File: config.mk
export PLATFORM = sky130hd
export DESIGN_NAME = clocked_ff_bank
export DESIGN_NICKNAME = d
export VERILOG_FILES = /design/src/rtl/ff_bank_pkg.sv /design/src/rtl/clocked_ff_chan.sv /design/src/rtl/clocked_ff_bank.sv
export SDC_FILE = /design/constraint.sdc
export NUM_CORES = 1
export LEC_CHECK = 0
export CELL_PAD_IN_SITES_DETAIL_PLACEMENT = 2
export CELL_PAD_IN_SITES_GLOBAL_PLACEMENT = 2
export CORE_AREA = 2 2 39 41
export CTS_BUF_LIST = sky130_fd_sc_hd__clkbuf_4 sky130_fd_sc_hd__clkbuf_8
export DETAILED_ROUTE_END_ITERATION = 6
export DIE_AREA = 0 0 41 43
export PLACE_DENSITY_LB_ADDON = 0.3
export SYNTH_ARGS = -nofsm -noshare
export SYNTH_HDL_FRONTEND = slang
export SYNTH_SLANG_ARGS = --single-unit
File: constraint.sdc
create_clock -name CLK_DRV -period 2.9 [get_ports CLK_DRV]
set_input_delay 0.58 -clock CLK_DRV [delete_from_list [all_inputs] [get_ports CLK_DRV]]
set_output_delay 0.58 -clock CLK_DRV [all_outputs]
set_load 0.02 [all_outputs]
File: src/rtl/ff_bank_pkg.sv
// Shared types and helpers for the emulated TTL flip-flop bank.
//   ff_mode_t : flip-flop personality common to every channel
//   ff_edge_t : active edge of the emulated clock line
//   ff_next() : next Q given the captured data inputs and the held Q
package ff_bank_pkg;

    typedef enum logic [1:0] {
        MODE_SR,
        MODE_JK,
        MODE_D,
        MODE_T
    } ff_mode_t;

    typedef enum logic {
        EDGE_FALL,
        EDGE_RISE
    } ff_edge_t;

    localparam int unsigned N_MAX      = 32;
    localparam int unsigned FILTER_MAX = 255;
    localparam int unsigned CNT_W      = 8;

    // SR treats S=R=1 as hold; JK toggles on J=K=1; B is ignored for D and T.
    function automatic logic ff_next(ff_mode_t mode, logic a, logic b, logic q);
        logic nxt;
        nxt = q;
        case (mode)
            MODE_SR: begin
                case ({a, b})
                    2'b10:   nxt = 1'b1;
                    2'b01:   nxt = 1'b0;
                    default: nxt = q;
                endcase
            end
            MODE_JK: begin
                case ({a, b})
                    2'b10:   nxt = 1'b1;
                    2'b01:   nxt = 1'b0;
                    2'b11:   nxt = ~q;
                    default: nxt = q;
                endcase
            end
            MODE_D:  nxt = a;
            MODE_T:  nxt = a ? ~q : q;
            default: nxt = q;
        endcase
        return nxt;
    endfunction

endpackage

File: src/rtl/clocked_ff_chan.sv
// One emulated flip-flop channel: samples the slow clock line, detects and
// optionally filters its active edge, and drives Q through the override mux.
//   clk_i      system clock
//   rst_i      synchronous active-high reset
//   clk_in_i   emulated clock line
//   pre_n_i    preset, active low, combinational
//   clr_n_i    clear, active low, combinational
//   a_i / b_i  data inputs (S/R, J/K, D, T)
//   q_o        flip-flop output (combinational from the current inputs)
module clocked_ff_chan
    import ff_bank_pkg::*;
#(
    parameter ff_mode_t    MODE   = MODE_SR,
    parameter ff_edge_t    EDGE   = EDGE_FALL,
    parameter int unsigned FILTER = 0,
    parameter logic        INIT   = 1'b0
) (
    input  logic clk_i,
    input  logic rst_i,
    input  logic clk_in_i,
    input  logic pre_n_i,
    input  logic clr_n_i,
    input  logic a_i,
    input  logic b_i,
    output logic q_o
);

    localparam logic              ACT    = (EDGE == EDGE_RISE);
    localparam int unsigned       CNTX_W = CNT_W + 1;
    localparam logic [CNTX_W-1:0] FILT_X = CNTX_W'(FILTER);

    logic             prev_q_q, prev_q_d;
    logic             a_q, a_d;
    logic             b_q, b_d;
    logic             clk_q, clk_d;
    logic             cap_a_q, cap_a_d;
    logic             cap_b_q, cap_b_d;
    logic [CNT_W-1:0] cnt_q, cnt_d;
    logic             pend_q, pend_d;

    logic              override;
    logic              clk_act;
    logic              raw_edge;
    logic [CNTX_W-1:0] cnt_inc;
    logic              accept;
    logic              data_a;
    logic              data_b;
    logic              q_c;

    assign override = ~pre_n_i | ~clr_n_i;
    assign clk_act  = (clk_in_i == ACT);
    assign raw_edge = clk_act & (clk_q != ACT);
    assign cnt_inc  = CNTX_W'(cnt_q) + CNTX_W'(1);

    // Edge detection / glitch filter and Q selection.
    always_comb begin
        a_d      = a_i;
        b_d      = b_i;
        clk_d    = clk_in_i;
        cap_a_d  = cap_a_q;
        cap_b_d  = cap_b_q;
        cnt_d    = cnt_q;
        pend_d   = pend_q;
        accept   = 1'b0;
        data_a   = a_q;
        data_b   = b_q;

        // A one-sample filter accepts on the first active sample, same as no filter.
        if (FILTER <= 1) begin
            accept = raw_edge;
        end else if (pend_q) begin
            data_a = cap_a_q;
            data_b = cap_b_q;
            if (clk_act) begin
                if (cnt_inc == FILT_X) begin
                    accept = 1'b1;
                    pend_d = 1'b0;
                    cnt_d  = '0;
                end else begin
                    cnt_d = CNT_W'(cnt_inc);
                end
            end else begin
                // Line dropped back before the filter expired: glitch.
                pend_d = 1'b0;
                cnt_d  = '0;
            end
        end else if (raw_edge) begin
            pend_d  = 1'b1;
            cnt_d   = CNT_W'(1);
            cap_a_d = a_q;
            cap_b_d = b_q;
        end

        // Preset/clear park the edge detector at the inactive level.
        if (override) begin
            clk_d  = ~ACT;
            pend_d = 1'b0;
            cnt_d  = '0;
        end

        if (rst_i) begin
            q_c = INIT;
        end else if (!pre_n_i) begin
            q_c = 1'b1;
        end else if (!clr_n_i) begin
            q_c = 1'b0;
        end else if (accept) begin
            q_c = ff_next(MODE, data_a, data_b, prev_q_q);
        end else begin
            q_c = prev_q_q;
        end

        prev_q_d = q_c;
    end

    // Channel state registers.
    always_ff @(posedge clk_i) begin
        if (rst_i) begin
            prev_q_q <= INIT;
            a_q      <= 1'b0;
            b_q      <= 1'b0;
            clk_q    <= ~ACT;
            cap_a_q  <= 1'b0;
            cap_b_q  <= 1'b0;
            cnt_q    <= '0;
            pend_q   <= 1'b0;
        end else begin
            prev_q_q <= prev_q_d;
            a_q      <= a_d;
            b_q      <= b_d;
            clk_q    <= clk_d;
            cap_a_q  <= cap_a_d;
            cap_b_q  <= cap_b_d;
            cnt_q    <= cnt_d;
            pend_q   <= pend_d;
        end
    end

    assign q_o = q_c;

endmodule

File: src/rtl/clocked_ff_bank.sv
// Bank of N independent emulated TTL flip-flops clocked from CLK_DRV.
//   CLK_DRV      system clock
//   RESET        synchronous active-high reset
//   CLK_IN[N]    per-channel emulated clock line
//   PRE_N[N]     per-channel preset, active low
//   CLR_N[N]     per-channel clear, active low
//   A[N], B[N]   per-channel data (S/R, J/K, D, T)
//   Q[N], Q_N[N] flip-flop outputs, Q_N always ~Q
module clocked_ff_bank
    import ff_bank_pkg::*;
#(
    parameter int unsigned    N      = 1,
    parameter ff_mode_t       MODE   = MODE_SR,
    parameter ff_edge_t       EDGE   = EDGE_FALL,
    parameter int unsigned    FILTER = 0,
    parameter logic [N-1:0]   INIT   = '0
) (
    input  logic         CLK_DRV,
    input  logic         RESET,
    input  logic [N-1:0] CLK_IN,
    input  logic [N-1:0] PRE_N,
    input  logic [N-1:0] CLR_N,
    input  logic [N-1:0] A,
    input  logic [N-1:0] B,
    output logic [N-1:0] Q,
    output logic [N-1:0] Q_N
);

    if (N == 0 || N > N_MAX) begin : g_bad_n
        $error("clocked_ff_bank: N must be 1..32");
    end

    if (FILTER > FILTER_MAX) begin : g_bad_filter
        $error("clocked_ff_bank: FILTER must be 0..255");
    end

    for (genvar i = 0; i < N; i++) begin : g_chan
        clocked_ff_chan #(
            .MODE   (MODE),
            .EDGE   (EDGE),
            .FILTER (FILTER),
            .INIT   (INIT[i])
        ) u_chan (
            .clk_i    (CLK_DRV),
            .rst_i    (RESET),
            .clk_in_i (CLK_IN[i]),
            .pre_n_i  (PRE_N[i]),
            .clr_n_i  (CLR_N[i]),
            .a_i      (A[i]),
            .b_i      (B[i]),
            .q_o      (Q[i])
        );
    end

    assign Q_N = ~Q;

endmodule

### Word-level counts from Yosys, hierarchy flattened

Cells that the tools add are included.

* register bits after elaboration: 4
* bits in latches: 0
* RAM bits: 0
* ROM bits: 0
* bits of input ports: 7
* output and inout bits: 2
* logic and storage cells: 18
* memories: 0

* add/sub/neg operators: 0
* multipliers: 0
* divide/modulo/power cells: 0
* magnitude comparators: 0
* eq/ne operators: 2
* shifts and indexed selects: 0
* mux-type cells: 5
* bitwise gates (word level): 6
* reduce and logical (&&, ||, !) cells: 1

Operators with widths (number)
* 2-to-1 mux 1 bit: 4
* NOT 1 bit: 4
* equality test 2 x 1 -> 1 bit (second input constant): 1
* equality test 2 bit (second input constant): 1
* case mux 1 bit (2 select lines): 1
* OR reduction 2 bit: 1
* AND 1 bit: 1
* bitwise OR 1 bit: 1

### Depth between registers and ports, before layout

Gate-level depths: netlist of run 1.

* word-level depth: 7
* depth in mapped cells: 5
* gate-level depth less buffers: 5

### Modules after synthesis

From an unflattened synthesis of run 1, not the netlist that was laid out.

* cell total of the unflattened synthesis: 16
* area total of the unflattened synthesis: 167.7 µm²

Modules (own cells, without submodules)
* clocked_ff_chan: times used 1, cells each 15, area each 163.9 µm², seq. area each 80.1 µm²
* clocked_ff_bank: times used 1, cells each 1, area each 3.8 µm², seq. area each 0.0 µm²

### Worst setup path before layout of run 1

No wires, ideal clock.

* path type: flip-flop to output port
* start point: register g_chan[0].u_chan.b_q
* end point: output Q
* arrival: 1.259 ns
* required time: 2.320 ns
* slack: 1.061 ns
* stages on the path, launching flop included: 6
* path buffers: 0
* path through: dfxtp_1 -> inv_1 -> ha_1 -> nor3b_2 -> mux2i_1 -> or2_1

* longest elaborated chain between the ends: 6
* elaborated cells between the ends (all ways): 7
* classes of those cells: 2 x eq/ne; 5 x mux

RTL lines
* start: declaration: RTL line clocked_ff_chan.sv:34 `logic b_q, b_d;`
* start signal: assignment: RTL line clocked_ff_chan.sv:121 `b_q <= 1'b0;`
* start signal: assignment: RTL line clocked_ff_chan.sv:130 `b_q <= b_d;`
* equality test 2 x 1 -> 1 bit / equality test 2 bit (equally long branches): RTL line ff_bank_pkg.sv:29 `case ({a, b})`
* case mux 1 bit (2 select lines) *: RTL line ff_bank_pkg.sv:29
* 2-to-1 mux 1 bit *: RTL line clocked_ff_chan.sv:107 `end else if (accept) begin`
* 2-to-1 mux 1 bit *: RTL line clocked_ff_chan.sv:105 `end else if (!clr_n_i) begin`
* 2-to-1 mux 1 bit *: RTL line clocked_ff_chan.sv:103 `end else if (!pre_n_i) begin`
* 2-to-1 mux 1 bit *: RTL line clocked_ff_chan.sv:101 `if (rst_i) begin`
* end: declaration: RTL line clocked_ff_bank.sv:25 `output logic [N-1:0] Q,`

Every way passes the cells marked *; elsewhere a longest branch is shown, timed or not.

### Final worst setup path of run 1

* start point: input RESET
* end point: output Q_N

* longest elaborated chain between the ends: 2

RTL lines
* start: declaration: RTL line clocked_ff_bank.sv:19 `input logic RESET,`
* 2-to-1 mux 1 bit: RTL line clocked_ff_chan.sv:101
* NOT 1 bit: RTL line clocked_ff_bank.sv:55 `assign Q_N = ~Q;`
* end: declaration: RTL line clocked_ff_bank.sv:26 `output logic [N-1:0] Q_N`

No other way between the ends.

==> impl_metrics.tcl, run 1 <==
set metrics [dict create \
    crit_fanout 6 \
    powerDensity_nw_per_um2 506 \
    max_clock_freq_mhz 369 \
    leakagePower_uw 0.000129 \
    critPathArrivalTime_ps 2130 \
    cp_cell_sequence "clkdlybuf4s50_1 > nand3b_1 > mux2i_1 > nor2_1 > clkdlybuf4s50_1" \
    fin_skew_ps 0.733 \
    period_share_pct 93.5 \
    critPathLaunch "RESET" \
    critPathBufInv 2 \
    synth-seq-cells 4 \
    synth_cell_types 10 \
    io_buffers 8 \
    syn_area_per_cell_um2 9.73 \
    wl_per_cell_um 10.2 \
    slew_headroom_pct 83.8 \
    cts_buffers 3 \
    min_from "g_chan[0].u_chan.prev_q_q" \
    fin_util_pct 21.7 \
    drv_cap 0 \
    clkTransAtPathRegs_ps 40 \
    gp_congestion 0.606 \
    cts_buffer_depth 2 \
    htreeDepth 1 \
    rsz0062_at_grt "no" \
    syn_inst 18 \
    tns_ps 0 \
    start_kind "input pin" \
    drcViolationCount 0 \
    gr-usage-all-layers_pct 6.22 \
    synth-seq-area-share_pct 45.7 \
    drt_first_pass_iters 2 \
    status "finished, final reports clean" \
    rows 14 \
    vias 159 \
    first_global_vias 205 \
    crit_slowest_cell "clkdlybuf4s50_1" \
    postRouteAntennaNets 0 \
    cts_sinks 4 \
    worst_setup_path_end_kind "output port" \
    dp_cells 42 \
    dr.first_iter.drc_count 2 \
    layout-drive-gt1-share_pct 13.8 \
    yosys.cell_count.top_type "dfxtp_1" \
    antenna_found_initial 0 \
    grt.overflow.total 0 \
    synth_edf_count 0 \
    setup_violations 0 \
    die_x_um 41 \
    vdd.ir_drop.worst_v 0.000124 \
    placement.setup.worst_slack_ps 52.8 \
    start_util_pct 12.7 \
    crit_top_cell "clkdlybuf4s50_1" \
    viasPerCell 3.53 \
    grt_pass1_wl_um 690 \
    cts_tree "built" \
    cts_resized 0 \
    yosys_warnings 0 \
    cp.required_ps 2320 \
    setup_ws_ps 187 \
    post_cts_buffers 0 \
    fin_nets 39 \
    post-dp-hpwl_um 377 \
    r2r_start "g_chan[0].u_chan.b_q" \
    wl_um 459 \
    synthTopCellsByCount "4 x dfxtp_1, 3 x nor2_1, 2 x nand3b_1, 2 x nor2b_1, 2 x or2_1" \
    min_period_ps 2710 \
    synth_area_leader_cell "dfxtp_1" \
    postCtsHoldBufs 0 \
    die_area_um2 1760 \
    async_reset_ff_share_pct 0 \
    hp-class "reg2reg" \
    root_buffer "clkbuf_4" \
    area_delta_synth_final_pct 71.4 \
    final-max-slew-violation-count 0 \
    hold_viol 0 \
    synth_flop_cell "dfxtp_1" \
    whs_ps 744 \
    grt_max_degree 7 \
    crit_family "buffers and inverters" \
    synth.top_cells.by_area "dfxtp_1 46%, nand3b_1 8.6%, ha_1 7.1%" \
    insertedDiodeCount 0 \
    coreArea_um2 1380 \
    synth_nets 26 \
    critical_path_class "in2out" \
    worst_pin_slew_ps 236 \
    io_pins 9 \
    worst_path_largest_cell_delay_ps 540 \
    clkLatencyLatePin_ps 230 \
    fin_cells 45 \
    yosysTopAreaCellShare_pct 45.7 \
    netlist_area_um2 175 \
    die_y_um 43 \
]
[cells by family after synthesis]
family	synth area share (%)
simple gates	39.3
buf+inv	2.14
mux	5.71
fa+ha+maj	7.14
flops	45.7
[layer usage]
layer	wire (um)	track usage (%)	vias up
li1	-	-	81
met1	150	4.49	74
met2	282	10.9	4
met3	26	2.09	0
met4	0	6.00	0
met5	0	0	-
[placed cells by master, fill, tap and decap left out]
| cell type | instances |
|---|---|
| nor2b_1 | 2 |
| ha_1 | 1 |
| nand3_1 | 1 |
| dfxtp_1 | 4 |
| clkdlybuf4s50_1 | 7 |
| inv_1 | 1 |
| or2_1 | 2 |
| nor2_1 | 3 |
| dlymetal6s2s_1 | 1 |
| nand3b_1 | 2 |
| mux2i_1 | 1 |
| nor3b_2 | 1 |
| clkbuf_4 | 3 |
[worst paths after layout]
kind	endpoint	slack, ps	cells past startpoint
min reg2reg	g_chan[0].u_chan.prev_q_q	740	3
max reg2reg	g_chan[0].u_chan.prev_q_q	1570	5
min	g_chan[0].u_chan.prev_q_q	740	3
max	Q_N	190	5
[area by class of cell]
cell class                 instances  area (um2)
fill                             161        1080
timing repair buffer               8        82.6
multi-input combinational         13        91.3
inverter                           1        3.75
clock buffer                       3        22.5
sequential                         4        80.1
tap                               16        20.0
[flip-flops by register name, indices dropped and copies added, names as in the netlist]
signal and flops:
g_chan.u_chan.b_q 1, g_chan.u_chan.clk_q 1, g_chan.u_chan.a_q 1, g_chan.u_chan.prev_q_q 1
[worst register-to-register path: stages, from the launching register on]
cell and delay, ps:
dfxtp_1 300, inv_1 40, ha_1 300, nor3b_2 210, mux2i_1 290, or2_1 140
[where the power goes]
group	switching (uW)	internal (uW)	leakage, uW
registers	0.816	58.3	0.0000332
logic	10.7	15.7	0.0000824
clock network	20.2	46.1	0.0000138
total	31.8	120	0.000129
[per-stage QoR]
stage	area [um2]	total power, uW
floorplan	175	70.7
global placement	275	85.8
detailed placement	275	86.8
CTS	298	156
global route	300	164
finish	300	152
Note: power is estimated with default switching activity, not from simulation.
==> run 2: changes to the inputs <==
Settings changed: CTS_BUF_LIST sky130_fd_sc_hd__clkbuf_4 sky130_fd_sc_hd__clkbuf_8 to unset.
Clock period 2.9 ns to 3 ns, I/O delays scaled along.
==> impl_metrics.tcl, run 2 (synthesis gave the netlist of run 1 again) <==
set metrics [dict create \
    powerDensity_nw_per_um2 491 \
    gr-usage-met3_pct 5.24 \
    worst_setup_path_end_kind "output port" \
    antenna_found_initial 0 \
    fin_nets 39 \
    root_buffer "clkbuf_4" \
    tns_ps 0 \
    busiest_layer "met4" \
    layout-drive-gt1-share_pct 17.2 \
    hp-class "reg2reg" \
    finalInstanceArea_um2 302 \
    gr-usage-all-layers_pct 7.32 \
    area_delta_synth_final_pct 72.1 \
    grtUsageMet1_pct 7.05 \
    insertedDiodeCount 0 \
    power_uw 148 \
    endpoint "Q" \
    io_pins 9 \
    place_area_um2 275 \
    viasPerCell 3.73 \
    clkTransAtPathRegs_ps 30 \
    cts_tree "built" \
    rows 14 \
    cp.required_ps 2400 \
    max_clock_freq_mhz 344 \
    die_x_um 41 \
    min_period_ps 2910 \
    drv_cap 0 \
    final_common_cell "clkdlybuf4s50_1" \
    slew_headroom_pct 84.4 \
    dp_cells 42 \
    worst_pin_slew_ps 230 \
    drcViolationCount 0 \
    dr.first_iter.drc_count 0 \
    start_util_pct 12.7 \
    die_area_um2 1760 \
    coreArea_um2 1380 \
    cts_sinks 4 \
    gp_congestion 0.565 \
    status "finished, final reports clean" \
    grt_pass1_wl_um 752 \
    vias 168 \
    crit_fanout 3 \
    rr_endpoint "g_chan[0].u_chan.prev_q_q" \
    final-max-slew-violation-count 0 \
    wl_per_cell_um 10.1 \
    postRouteAntennaNets 0 \
    post_cts_buffers 0 \
    critPathArrivalTime_ps 2310 \
    post-dp-hpwl_um 349 \
    first_global_vias 185 \
    grt_max_degree 7 \
    io_buffers 8 \
    reg2regPathDepth 5 \
    cts_buffers 3 \
    fin_cells 45 \
    period_share_pct 96.9 \
    setup_violations 0 \
    grt_use_met2_pct 8.13 \
    grt.overflow.total 0 \
    leakagePower_uw 0.000117 \
    drt_first_pass_iters 1 \
    final_cell_mix "8 x clkdlybuf4s50_1, 4 x dfxtp_1, 3 x nor2_1, 3 x clkbuf_4" \
    die_y_um 43 \
    fin_skew_ps 3.99 \
    cts_resized 0 \
    clkLatencyLatePin_ps 230 \
    htreeDepth 1 \
    vdd.ir_drop.worst_v 0.000117 \
    critical_path_class "in2out" \
    hold_viol 0 \
    critPathLaunch "CLK_IN" \
    start_kind "input pin" \
    wl_um 453 \
    r2r_start "g_chan[0].u_chan.b_q" \
    postCtsHoldBufs 0 \
    cts_buffer_depth 2 \
    r2r_setup_slack_ps 1660 \
    rsz0062_at_grt "no" \
    fin_util_pct 21.8 \
]
## run 2: through the flow
| stage | worst slack (ps) | hold WS [ps] |
|---|---|---|
| 3_5_place_dp | 98.0 | 753 |
| 6_report | 93.6 | 755 |
| 3_3_place_gp | 150 | 718 |
| 2_1_floorplan | 1140 | 656 |
| 5_1_grt | 14.0 | 788 |
| 4_1_cts | 69.1 | 765 |
## run 2: layer usage
layer	part of all wire, %	routed length [um]
met5	0	0
met4	0	0
met3	7.3	33
met2	57	257
met1	36	162
## run 2: worst min-delay path by stage
stage / from / endpoint / slack [ps] / depth (start not counted)
after detailed placement: g_chan[0].u_chan.prev_q_q / g_chan[0].u_chan.prev_q_q / 750 / 3
after floorplan: g_chan[0].u_chan.prev_q_q / g_chan[0].u_chan.prev_q_q / 660 / 3
after global routing: g_chan[0].u_chan.prev_q_q / g_chan[0].u_chan.prev_q_q / 790 / 3
final: g_chan[0].u_chan.prev_q_q / g_chan[0].u_chan.prev_q_q / 760 / 3
after CTS: g_chan[0].u_chan.prev_q_q / g_chan[0].u_chan.prev_q_q / 770 / 3
after global placement: g_chan[0].u_chan.prev_q_q / g_chan[0].u_chan.prev_q_q / 720 / 3
## run 2: layout make-up
class,count,area [um2]
clock buffers,3,22.5
flip-flops and latches,4,80.1
multi-input cells,13,95.1
repair buffers,8,80.1
inverters,1,3.75
well taps,16,20.0
fillers,158,1080
## run 2: critical path, cell delays in order
cell and delay (ps):
clkdlybuf4s50_1 450, nor3b_2 220, mux2i_2 300, or2_1 140
clkdlybuf4s50_1 600
## run 2: power breakdown
part	internal, uW	switching, uW
registers	56.4	0.766
logic	15.6	10.4
clock network	44.6	20.3
total	117	31.5
